$ cat src/rtl/branch_predictor_gshare.sv
// ---------------------------------------------------------------------------
// branch_predictor_gshare
//
// Dual-lane gshare direction predictor. A table of 2^IDX_W saturating
// counters is indexed by the fetch PC XOR-ed with a global history register
// of resolved outcomes. Two lookups per cycle are combinational; up to two
// resolved branches per cycle update the table and the history (lane 1 is
// older than lane 2).
//
// Optional build macro: BPU_STATS_EN adds branch / misprediction counters.
//
// Ports:
//   clk                  rising-edge clock
//   reset                synchronous, active-low
//   pc1, pc2             fetch PCs (word addressed)
//   prediction1/2        taken prediction (counter MSB)
//   pred_idx1/2          table index used for each lookup
//   branch1/2            a resolved conditional branch is presented
//   upd_idx1/2           pred_idx carried down with that branch
//   branch_taken1/2      resolved outcome
//   ghr                  global history, bit 0 = newest outcome
//   upd_pred1/2          (BPU_STATS_EN) prediction carried with the branch
//   stat_branches        (BPU_STATS_EN) resolved branch count, wraps
//   stat_mispred         (BPU_STATS_EN) misprediction count, wraps
// ---------------------------------------------------------------------------
module branch_predictor_gshare #(
  parameter int PC_W  = 11,
  parameter int IDX_W = 5,
  parameter int CNT_W = 2,
  parameter int GHR_W = 5
) (
  input  logic             clk,
  input  logic             reset,
  input  logic [PC_W-1:0]  pc1,
  input  logic [PC_W-1:0]  pc2,
  output logic             prediction1,
  output logic             prediction2,
  output logic [IDX_W-1:0] pred_idx1,
  output logic [IDX_W-1:0] pred_idx2,
  input  logic             branch1,
  input  logic             branch2,
  input  logic [IDX_W-1:0] upd_idx1,
  input  logic [IDX_W-1:0] upd_idx2,
  input  logic             branch_taken1,
  input  logic             branch_taken2,
`ifdef BPU_STATS_EN
  input  logic             upd_pred1,
  input  logic             upd_pred2,
  output logic [31:0]      stat_branches,
  output logic [31:0]      stat_mispred,
`endif
  output logic [GHR_W-1:0] ghr
);

  localparam int DEPTH = 1 << IDX_W;
  localparam logic [CNT_W-1:0] CNT_MAX = {CNT_W{1'b1}};
  localparam logic [CNT_W-1:0] CNT_WNT = {1'b0, {(CNT_W-1){1'b1}}};

  function automatic logic [CNT_W-1:0] sat_step(input logic [CNT_W-1:0] c,
                                                input logic taken);
    if (taken) return (c == CNT_MAX) ? c : c + CNT_W'(1);
    else       return (c == '0)      ? c : c - CNT_W'(1);
  endfunction

  logic [CNT_W-1:0] cnt_q [DEPTH];
  logic [CNT_W-1:0] cnt_d [DEPTH];
  logic [GHR_W-1:0] ghr_q, ghr_d;

  // Lookup: reads pre-edge state only, no bypass of same-edge updates.
  assign pred_idx1   = pc1[IDX_W-1:0] ^ IDX_W'(ghr_q);
  assign pred_idx2   = pc2[IDX_W-1:0] ^ IDX_W'(ghr_q);
  assign prediction1 = cnt_q[pred_idx1][CNT_W-1];
  assign prediction2 = cnt_q[pred_idx2][CNT_W-1];
  assign ghr         = ghr_q;

  // Per-entry next state. Lane 2 is applied on top of lane 1's result so a
  // same-index collision composes both outcomes in program order. The hit
  // terms are gated by branchN so an X index on an idle lane cannot leak.
  generate
    for (genvar gi = 0; gi < DEPTH; gi++) begin : g_entry
      logic hit1, hit2;
      logic [CNT_W-1:0] after1;
      assign hit1   = branch1 && (upd_idx1 == IDX_W'(gi));
      assign hit2   = branch2 && (upd_idx2 == IDX_W'(gi));
      assign after1 = hit1 ? sat_step(cnt_q[gi], branch_taken1) : cnt_q[gi];
      assign cnt_d[gi] = hit2 ? sat_step(after1, branch_taken2) : after1;
    end
  endgenerate

  // History shift candidates; short histories need their own forms.
  logic [GHR_W-1:0] ghr_sh1, ghr_sh2, ghr_both;
  generate
    if (GHR_W == 1) begin : g_ghr1
      assign ghr_sh1  = branch_taken1;
      assign ghr_sh2  = branch_taken2;
      assign ghr_both = branch_taken2;
    end else if (GHR_W == 2) begin : g_ghr2
      assign ghr_sh1  = {ghr_q[0], branch_taken1};
      assign ghr_sh2  = {ghr_q[0], branch_taken2};
      assign ghr_both = {branch_taken1, branch_taken2};
    end else begin : g_ghrn
      assign ghr_sh1  = {ghr_q[GHR_W-2:0], branch_taken1};
      assign ghr_sh2  = {ghr_q[GHR_W-2:0], branch_taken2};
      assign ghr_both = {ghr_q[GHR_W-3:0], branch_taken1, branch_taken2};
    end
  endgenerate

  always_comb begin
    ghr_d = ghr_q;
    if (branch1 && branch2) ghr_d = ghr_both;
    else if (branch1)       ghr_d = ghr_sh1;
    else if (branch2)       ghr_d = ghr_sh2;
  end

  always_ff @(posedge clk) begin
    if (!reset) begin
      ghr_q <= '0;
      for (int i = 0; i < DEPTH; i++) cnt_q[i] <= CNT_WNT;
    end else begin
      ghr_q <= ghr_d;
      for (int i = 0; i < DEPTH; i++) cnt_q[i] <= cnt_d[i];
    end
  end

`ifdef BPU_STATS_EN
  logic [31:0] stat_branches_q, stat_mispred_q;
  logic        miss1, miss2;
  assign miss1 = branch1 && (upd_pred1 != branch_taken1);
  assign miss2 = branch2 && (upd_pred2 != branch_taken2);

  always_ff @(posedge clk) begin
    if (!reset) begin
      stat_branches_q <= '0;
      stat_mispred_q  <= '0;
    end else begin
      stat_branches_q <= stat_branches_q + 32'(branch1) + 32'(branch2);
      stat_mispred_q  <= stat_mispred_q + 32'(miss1) + 32'(miss2);
    end
  end

  assign stat_branches = stat_branches_q;
  assign stat_mispred  = stat_mispred_q;
`endif

endmodule
$ cat config.mk
export PLATFORM = sky130hd
export DESIGN_NAME = branch_predictor_gshare
export DESIGN_NICKNAME = d
export VERILOG_FILES = /design/src/rtl/branch_predictor_gshare.sv
export SDC_FILE = /design/constraint.sdc
export NUM_CORES = 1
export LEC_CHECK = 0
export BUFFER_PORTS_ARGS = -buffer_cell sky130_fd_sc_hd__buf_2
export CORE_MARGIN = 3
export CORE_UTILIZATION = 60
export DETAILED_ROUTE_END_ITERATION = 8
export GPL_TIMING_DRIVEN = 0
export HOLD_SLACK_MARGIN = 0.1
export PLACE_DENSITY = 0.85
export SLEW_MARGIN = 25
export SYNTH_ARGS = -nofsm -noshare
export SYNTH_HDL_FRONTEND = slang
export SYNTH_SLANG_ARGS = --single-unit
$ cat constraint.sdc
create_clock -name clk -period 3.8 [get_ports clk]
set_input_delay 0.76 -clock clk [delete_from_list [all_inputs] [get_ports clk]]
set_output_delay 0.76 -clock clk [all_outputs]
set_load 0.005 [all_outputs]
Word level (Yosys, flattened, before mapping) --
Memories as Yosys holds them, arrays and structs flattened. Cells that the tools add are included.
Storage, ports and cells: bits in writable memories 64, input bits 38, output and inout bits 17, register bits after elaboration 5, logic and storage cells 715, memories kept 1
Cells by class: reductions and logical operators 132, add/subtract/negate cells 128, bitwise logic cells 34, muxes and demuxes 293, equality and inequality tests 126
Memory list:
- cnt_q | depth 32, bits a word 2, rd ports 34, clocked after Yosys merged registers in 0, write ports 32, RTL line 65 | logic [CNT_W-1:0] cnt_q [DEPTH];
Operator list (number):
- 2-bit two-way mux | 288
- 5-bit == test (second input constant) | 32
- 2-bit by 1-bit adder with 2-bit output (second input constant) | 64
- 2-bit == test (second input constant) | 64
- 2-bit logical NOT | 64
- 2-bit by 1-bit subtractor with 2-bit output (second input constant) | 64
- 5-bit by 4-bit == test with 1-bit output (second input constant) | 16
- 1-bit logical AND | 65
- 5-bit by 3-bit == test with 1-bit output (second input constant) | 8
- 1-bit bitwise OR | 32
- 5-bit by 2-bit == test with 1-bit output (second input constant) | 4
- 5-bit two-way mux | 3
- 5-bit by 1-bit == test with 1-bit output (second input constant) | 2
- 5-bit logical NOT | 2
- 5-bit XOR | 2
- 3-bit nonzero test | 1
- 1-bit two-way mux | 2

Depth between registers and ports, before layout --
Gate-level depths: netlist of run 1.
depth after elaboration 9, gate-level depth with buffers 7

Least setup slack after synthesis of run 1 --
No wires, ideal clock.
kind input port to output port, start in pc1[1], end out prediction1, cell stages on the path 5, arrival time 2.583 ns, required time 3.040 ns, slack 0.457 ns, cells stage by stage xor2_1 -> mux4_1 -> mux2i_1 -> nor3_1 -> or4_1
On the way: word-level cells in the longest chain between the ends 2
Ends and longest elaborated chain:
- start, declared | RTL line 34 | input logic [PC_W-1:0] pc1,
- 5-bit XOR | RTL line 70 | assign pred_idx1 = pc1[IDX_W-1:0] ^ IDX_W'(ghr_q);
- memory 32 x 2 bit
- end, declared | RTL line 36 | output logic prediction1,
Every way passes these cells.

Worst setup path in the final report of run 1 --
start reg ghr_q[1], in the netlist ghr[1], end out prediction1
On the way: word-level cells in the longest chain between the ends 2
Ends and longest elaborated chain:
- start, declared | RTL line 67 | logic [GHR_W-1:0] ghr_q, ghr_d;
- start signal, assigned | RTL line 120 | ghr_q <= ghr_d;
- 5-bit XOR | RTL line 70
- memory 32 x 2 bit
Every way passes these cells.

==> metrics.cfg, run 1 <==
[timing]
finalCritPeriodShare_pct = 96.1
skew_ns = 0.0148
drv_slew = 0
period_minus_slack_ns = 3.65
fmaxAchievable_mhz = 274
worst_hold_slack_ns = 0.567
finalHoldViolCount = 0
setup_viol = 0
worst-slew-pin-transition_ns = 0.990
tns_ns = 0
maxSlewHeadroom_pct = 33.1
rsz0062_at_grt = false

[clock_network]
tritoncts = built
cts_buffers = 9
root_buffer = clkbuf_8
htreeDepth = 3
clock_path_buffers = 2
hold_buffers = 0
clock_sinks = 69
clkSlewWorstSetupHoldPaths_ns = 0.09
clkLatencyLatePin_ns = 0.39

[placed_design]
io_buffers = 40
placed_cells = 1016
dpl.hpwl_um = 16100
placed_cell_area_um2 = 6920
place_congestion = 1.04

[worst_setup_path]
cp-end-kind = output pin
r2r_end = cnt_q[12][0]$_SDFF_PN1_
path_class = flip-flop to output pin
rrSetupSlack_ns = 1.88
crit_fanout = 9
cp-start-kind = flip-flop
ff2ff_path_depth = 5
r2r_start = cnt_q[12][1]$_SDFF_PN0_
cp-startpoint = ghr[1]$_SDFFE_PN0P_
crit_required_ns = 3.04
cp_data_arrival_time_ns = 2.89

[global_route]
grt_max_degree = 13
grt_pass1_wl_um = 36500
antenna_found_initial = 0
track_usage_pct = 36.9
grt_overflow_total = 0
grt_pass1_vias = 6941

[floorplanning]
die_y_um = 110
rows = 37
die_w_um = 110
dieArea_um2 = 12200
io-pin-count = 55
core_area_um2 = 10500
start_util_pct = 62.5

[synth]
postSynth.asyncResetShare_pct = 0
synth_nets = 878
synth_seq_cells = 69
syn_avg_cell_area_um2 = 7.79
synth-main-ff-cell = dfxtp_1
synth.top_cell.area_share_pct = 21.1
yosysSeqAreaShare_pct = 21.1
yosysMostFrequentCell = o21ai_0
netlist_area_um2 = 6540
synth_area_leader_cell = dfxtp_1
yosysWarnings = 0
synth_cells = 840
synthTopCellsByArea = dfxtp_1 (21%), o21ai_0 (6.4%), a21oi_1 (5.7%)
synth_edf_count = 0
synthDistinctLibCells = 61
synthTopCellsByCount = o21ai_0 (84), a21oi_1 (75), dfxtp_1 (69)

[layout]
final_area_um2 = 7150
area_growth_pct = 9.32
drive_above_1_share_pct = 16.2
diodes = 0
nFillCells = 887
fin_nets = 929
final_cell_count_no_fill = 1032

[worst_hold_path]
min_to = ghr[3]$_SDFFE_PN0P_
holdPathStages = 2
min_path_type = flip-flop to flip-flop
min_from = ghr[3]$_SDFFE_PN0P_

[power_and_ir_drop]
ir_drop_uv = 179
clkPwrFrac_pct = 29.4
p_comb_share_pct = 32.6
p_leak_nw = 2.69
power.switching_uw = 955
p_int_mw = 1.54
p_sw_share_pct = 38.2
powerDensity_nw_per_um2 = 350
pwr-share-seq_pct = 38.1

[routing]
vias = 7578
wirelength_um = 23300
drc = 0
viasPerCell = 7.34
drtPass1Iterations = 6
first_iter_violations = 1267
ant_nets = 0
wire_per_inst_um = 22.6

[outcome]
outcome = finished, final reports clean

[flow_run]
drv_cap = 0

power groups by stage:
stage / registers, mW / clock network [mW] / logic (mW)
3_5_place_dp: 0.954 / 0 / 0.779
6_report: 0.951 / 0.734 / 0.814
2_1_floorplan: 0.898 / 0 / 0.601
3_3_place_gp: 0.950 / 0 / 0.765
4_1_cts: 0.937 / 0.717 / 0.787
5_1_grt: 0.957 / 0.750 / 0.886
stage by stage:
stage	setup WS [ns]	util, %	power, mW
6_report	0.149	68.3	2.50
5_1_grt	0.0599	68.3	2.59
4_1_cts	0.185	68.3	2.44
3_5_place_dp	0.00496	66.1	1.73
3_3_place_gp	0.0142	66.1	1.71
2_1_floorplan	0.457	-	1.50
cells in the final DEF, fill, tap and decap left out, types with 4 or more instances in the layout:
master     instances
inv_1              8
mux4_1             7
nor4b_1           10
clkbuf_1          38
nor2_1            42
nand2_1           64
a221o_1           11
dfxtp_1           69
a21oi_1           75
mux2i_1           20
nand4_1           10
a211oi_1           8
buf_1              5
a2111oi_0          5
a31oi_1           39
and3_1            16
o21ai_0           84
nor2b_1           28
xor2_1             4
clkbuf_8          10
mux2_2            14
buf_2             62
a21o_1            16
and4b_1           13
nand4b_1           7
and2_1             7
a221oi_1          16
o22ai_1            4
a31o_2            25
o31ai_1           35
nand3_1           18
nor4bb_1          12
mux4_2             7
nand2b_1           4
nor3_1            29
a221oi_2           6
o31a_1            13
state kept, by name (all words and copies together), names as in the netlist:
signal,count
ghr,5
cnt_q,64
logic make-up after synthesis:
family	synth area share, %
AO/OA/AOI/OAI	36.0
AND/OR/NAND/NOR	25.0
buffers and inverters	5.01
flip-flops	21.1
multiplexers	10.7
XOR/XNOR	1.82
adder cells (fa/ha/maj)	0.306
worst max-delay path by stage:
stage                             end  slack [ns]  cells after the start
after floorplan           prediction1        0.46                      5
after global placement    prediction1        0.01                      7
after detailed placement  prediction1       0.005                      7
after CTS                 prediction1        0.18                      7
after global routing      prediction1        0.06                      6
final                     prediction1        0.15                      6
cell type report:
| class | instances | area (um^2) | share of cell area (%) |
|---|---|---|---|
| Tap cell | 136 | 170 | 2.38 |
| Clock inverter | 5 | 83.8 | 1.17 |
| Multi-Input combinational cell | 694 | 4850 | 67.8 |
| Inverter | 10 | 37.5 | 0.525 |
| Sequential cell | 69 | 1380 | 19.3 |
| Clock buffer | 11 | 141 | 1.98 |
| Timing Repair Buffer | 40 | 200 | 2.80 |
| Buffer | 67 | 290 | 4.06 |
worst max-delay path: stages (launching register included):
cell and delay [ns]:
dfxtp_1 0.50, xor2_2 0.49, mux4_1 0.62, mux2i_1 0.17, nor3_1 0.06, or4_1 0.52, buf_2 0.14
layer usage:
layer / vias to the layer above / wire length, um / GRT usage [%]
met4: 0 / 1160 / 18.6
met1: 3449 / 8740 / 47.7
met5: - / 0 / 0
met3: 111 / 3420 / 10.3
met2: 588 / 9970 / 56.1
li1: 3430 / - / -
timing repair:
item / CTS / global route
hold endpoints to repair: 0 / 0
endpoints found under the setup margin: 1 / 0
resized for setup: 1 / 0
setup buffers: 0 / 0
Power figures use the tool's default switching activity.
==> run 2, diff against run 1 <==
--- a/config.mk
+++ b/config.mk
@@ -11,7 +11,7 @@
 export DETAILED_ROUTE_END_ITERATION = 8
 export GPL_TIMING_DRIVEN = 0
 export HOLD_SLACK_MARGIN = 0.1
-export PLACE_DENSITY = 0.85
+export PLACE_DENSITY = 0.91
 export SLEW_MARGIN = 25
 export SYNTH_ARGS = -nofsm -noshare
 export SYNTH_HDL_FRONTEND = slang
==> metrics.cfg, run 2 (synthesis gave the netlist of run 1 again) <==
[floorplanning]
io-pin-count = 55
rows = 37
die_y_um = 110
core_area_um2 = 10500
die_w_um = 110
start_util_pct = 62.5
dieArea_um2 = 12200

[clock_network]
cts_buffers = 9
tritoncts = built
clkSlewWorstSetupHoldPaths_ns = 0.08
clkLatencyLatePin_ns = 0.37
root_buffer = clkbuf_8
clock_path_buffers = 2
clock_sinks = 69
htreeDepth = 3

[global_route]
grt_max_degree = 12
grt_overflow_total = 0
track_usage_pct = 36.6
antenna_found_initial = 0
grt_pass1_vias = 7023
grt_pass1_wl_um = 36300

[worst_setup_path]
crit_required_ns = 3.04
cp_data_arrival_time_ns = 2.94
cp-end-kind = output pin
crit_fanout = 9
cp-start-kind = flip-flop
path_class = flip-flop to output pin

[layout]
final_util_pct = 68.0
regMostFlops = cnt_q
fin_nets = 929
layout_common_cells = o21ai_0 (84), a21oi_1 (75), dfxtp_1 (69), nand2_1 (64), buf_2 (62)
diodes = 0
layout_commonest_cell = o21ai_0
largest_reg_flops = 64
area_growth_pct = 8.82
drive_above_1_share_pct = 16.1

[placed_design]
io_buffers = 40
place_congestion = 1.09
dpl.hpwl_um = 16400

[routing]
wire_per_inst_um = 22.6
vias = 7782
wirelength_um = 23400
first_iter_violations = 1214
ant_nets = 0
drc = 0
drtPass1Iterations = 8
viasPerCell = 7.54

[power_and_ir_drop]
ir_drop_uv = 184
p_leak_nw = 2.68
powerDensity_nw_per_um2 = 339

[timing]
finalHoldViolCount = 0
tns_ns = 0
skew_ns = 0.0108
maxSlewHeadroom_pct = 30.2
drv_slew = 0
fmaxAchievable_mhz = 270
period_minus_slack_ns = 3.70
setup_viol = 0
finalCritPeriodShare_pct = 97.4
rsz0062_at_grt = false
worst-slew-pin-transition_ns = 1.03

[worst_hold_path]
min_path_type = flip-flop to flip-flop

[outcome]
outcome = finished, final reports clean

[flow_run]
drv_cap = 0

run 2: changes by cell type in the layout (fill, tap and decap cells not counted), sizes merged:
cell,before,now
clkinvlp,2,1
clkinv,3,4
bufinv,2,1
clkbuf,48,49
run 2: final cells by class:
type	instances	area, um^2
sequential	69	1380
timing repair buffer	40	200
tap	136	170
fill	895	3340
buffer	67	290
clock inverter	4	47.5
clock buffer	12	145
inverter	10	37.5
multi-input combinational	694	4850
run 2: final timing paths:
path / end / slack, ns / start / cells past startpoint
worst min register to register: ghr[2]$_SDFFE_PN0P_ / 0.57 / ghr[2]$_SDFFE_PN0P_ / 2
worst max register to register: cnt_q[12][0]$_SDFF_PN1_ / 1.89 / cnt_q[12][0]$_SDFF_PN1_ / 5
worst min-delay path: ghr[2]$_SDFFE_PN0P_ / 0.57 / ghr[2]$_SDFFE_PN0P_ / 2
worst max-delay path: prediction1 / 0.1 / ghr[1]$_SDFFE_PN0P_ / 6
run 2: per-stage QoR:
step / area (um^2) / hold WS [ns] / setup slack, ns / power, mW / cells
finish: 7120 / 0.568 / 0.0973 / 2.41 / 1032
global route: 7120 / 0.628 / 0.0500 / 2.50 / 1032
CTS: 7120 / 0.580 / 0.111 / 2.36 / 1032
detailed placement: 6920 / 0.564 / -0.0658 / 1.74 / 1016
global placement: 6910 / 0.542 / -0.0150 / 1.71 / 1016
floorplan: 6540 / 0.521 / 0.457 / 1.50 / 840
run 2: where the power goes:
part | switching, mW | internal, mW | total, mW
registers | 0.150 | 0.802 | 0.952
clock network | 0.320 | 0.320 | 0.640
logic | 0.468 | 0.353 | 0.820
total | 0.938 | 1.48 | 2.41
run 2: timing repair:
item,4_1_cts,5_1_grt
resized for setup,1,0
hold buffers,0,0
setup buffers,0,0
setup endpoints to repair,1,0
run 2: per-layer routing:
layer | track usage, % | wire (um) | up-vias
met3 | 8.88 | 3660 | 134
met1 | 48.8 | 8710 | 3554
li1 | - | - | 3442
met5 | 0 | 0 | -
met4 | 20.3 | 1280 | 0
met2 | 53.9 | 9710 | 652
run 2: worst max-delay path, cell delays in order, from the launching register on:
cell and delay (ns):
dfxtp_1 0.49, xor2_2 0.49, mux4_1 0.64, mux2i_1 0.22, nor3_1 0.07, or4_1 0.52
buf_2 0.14
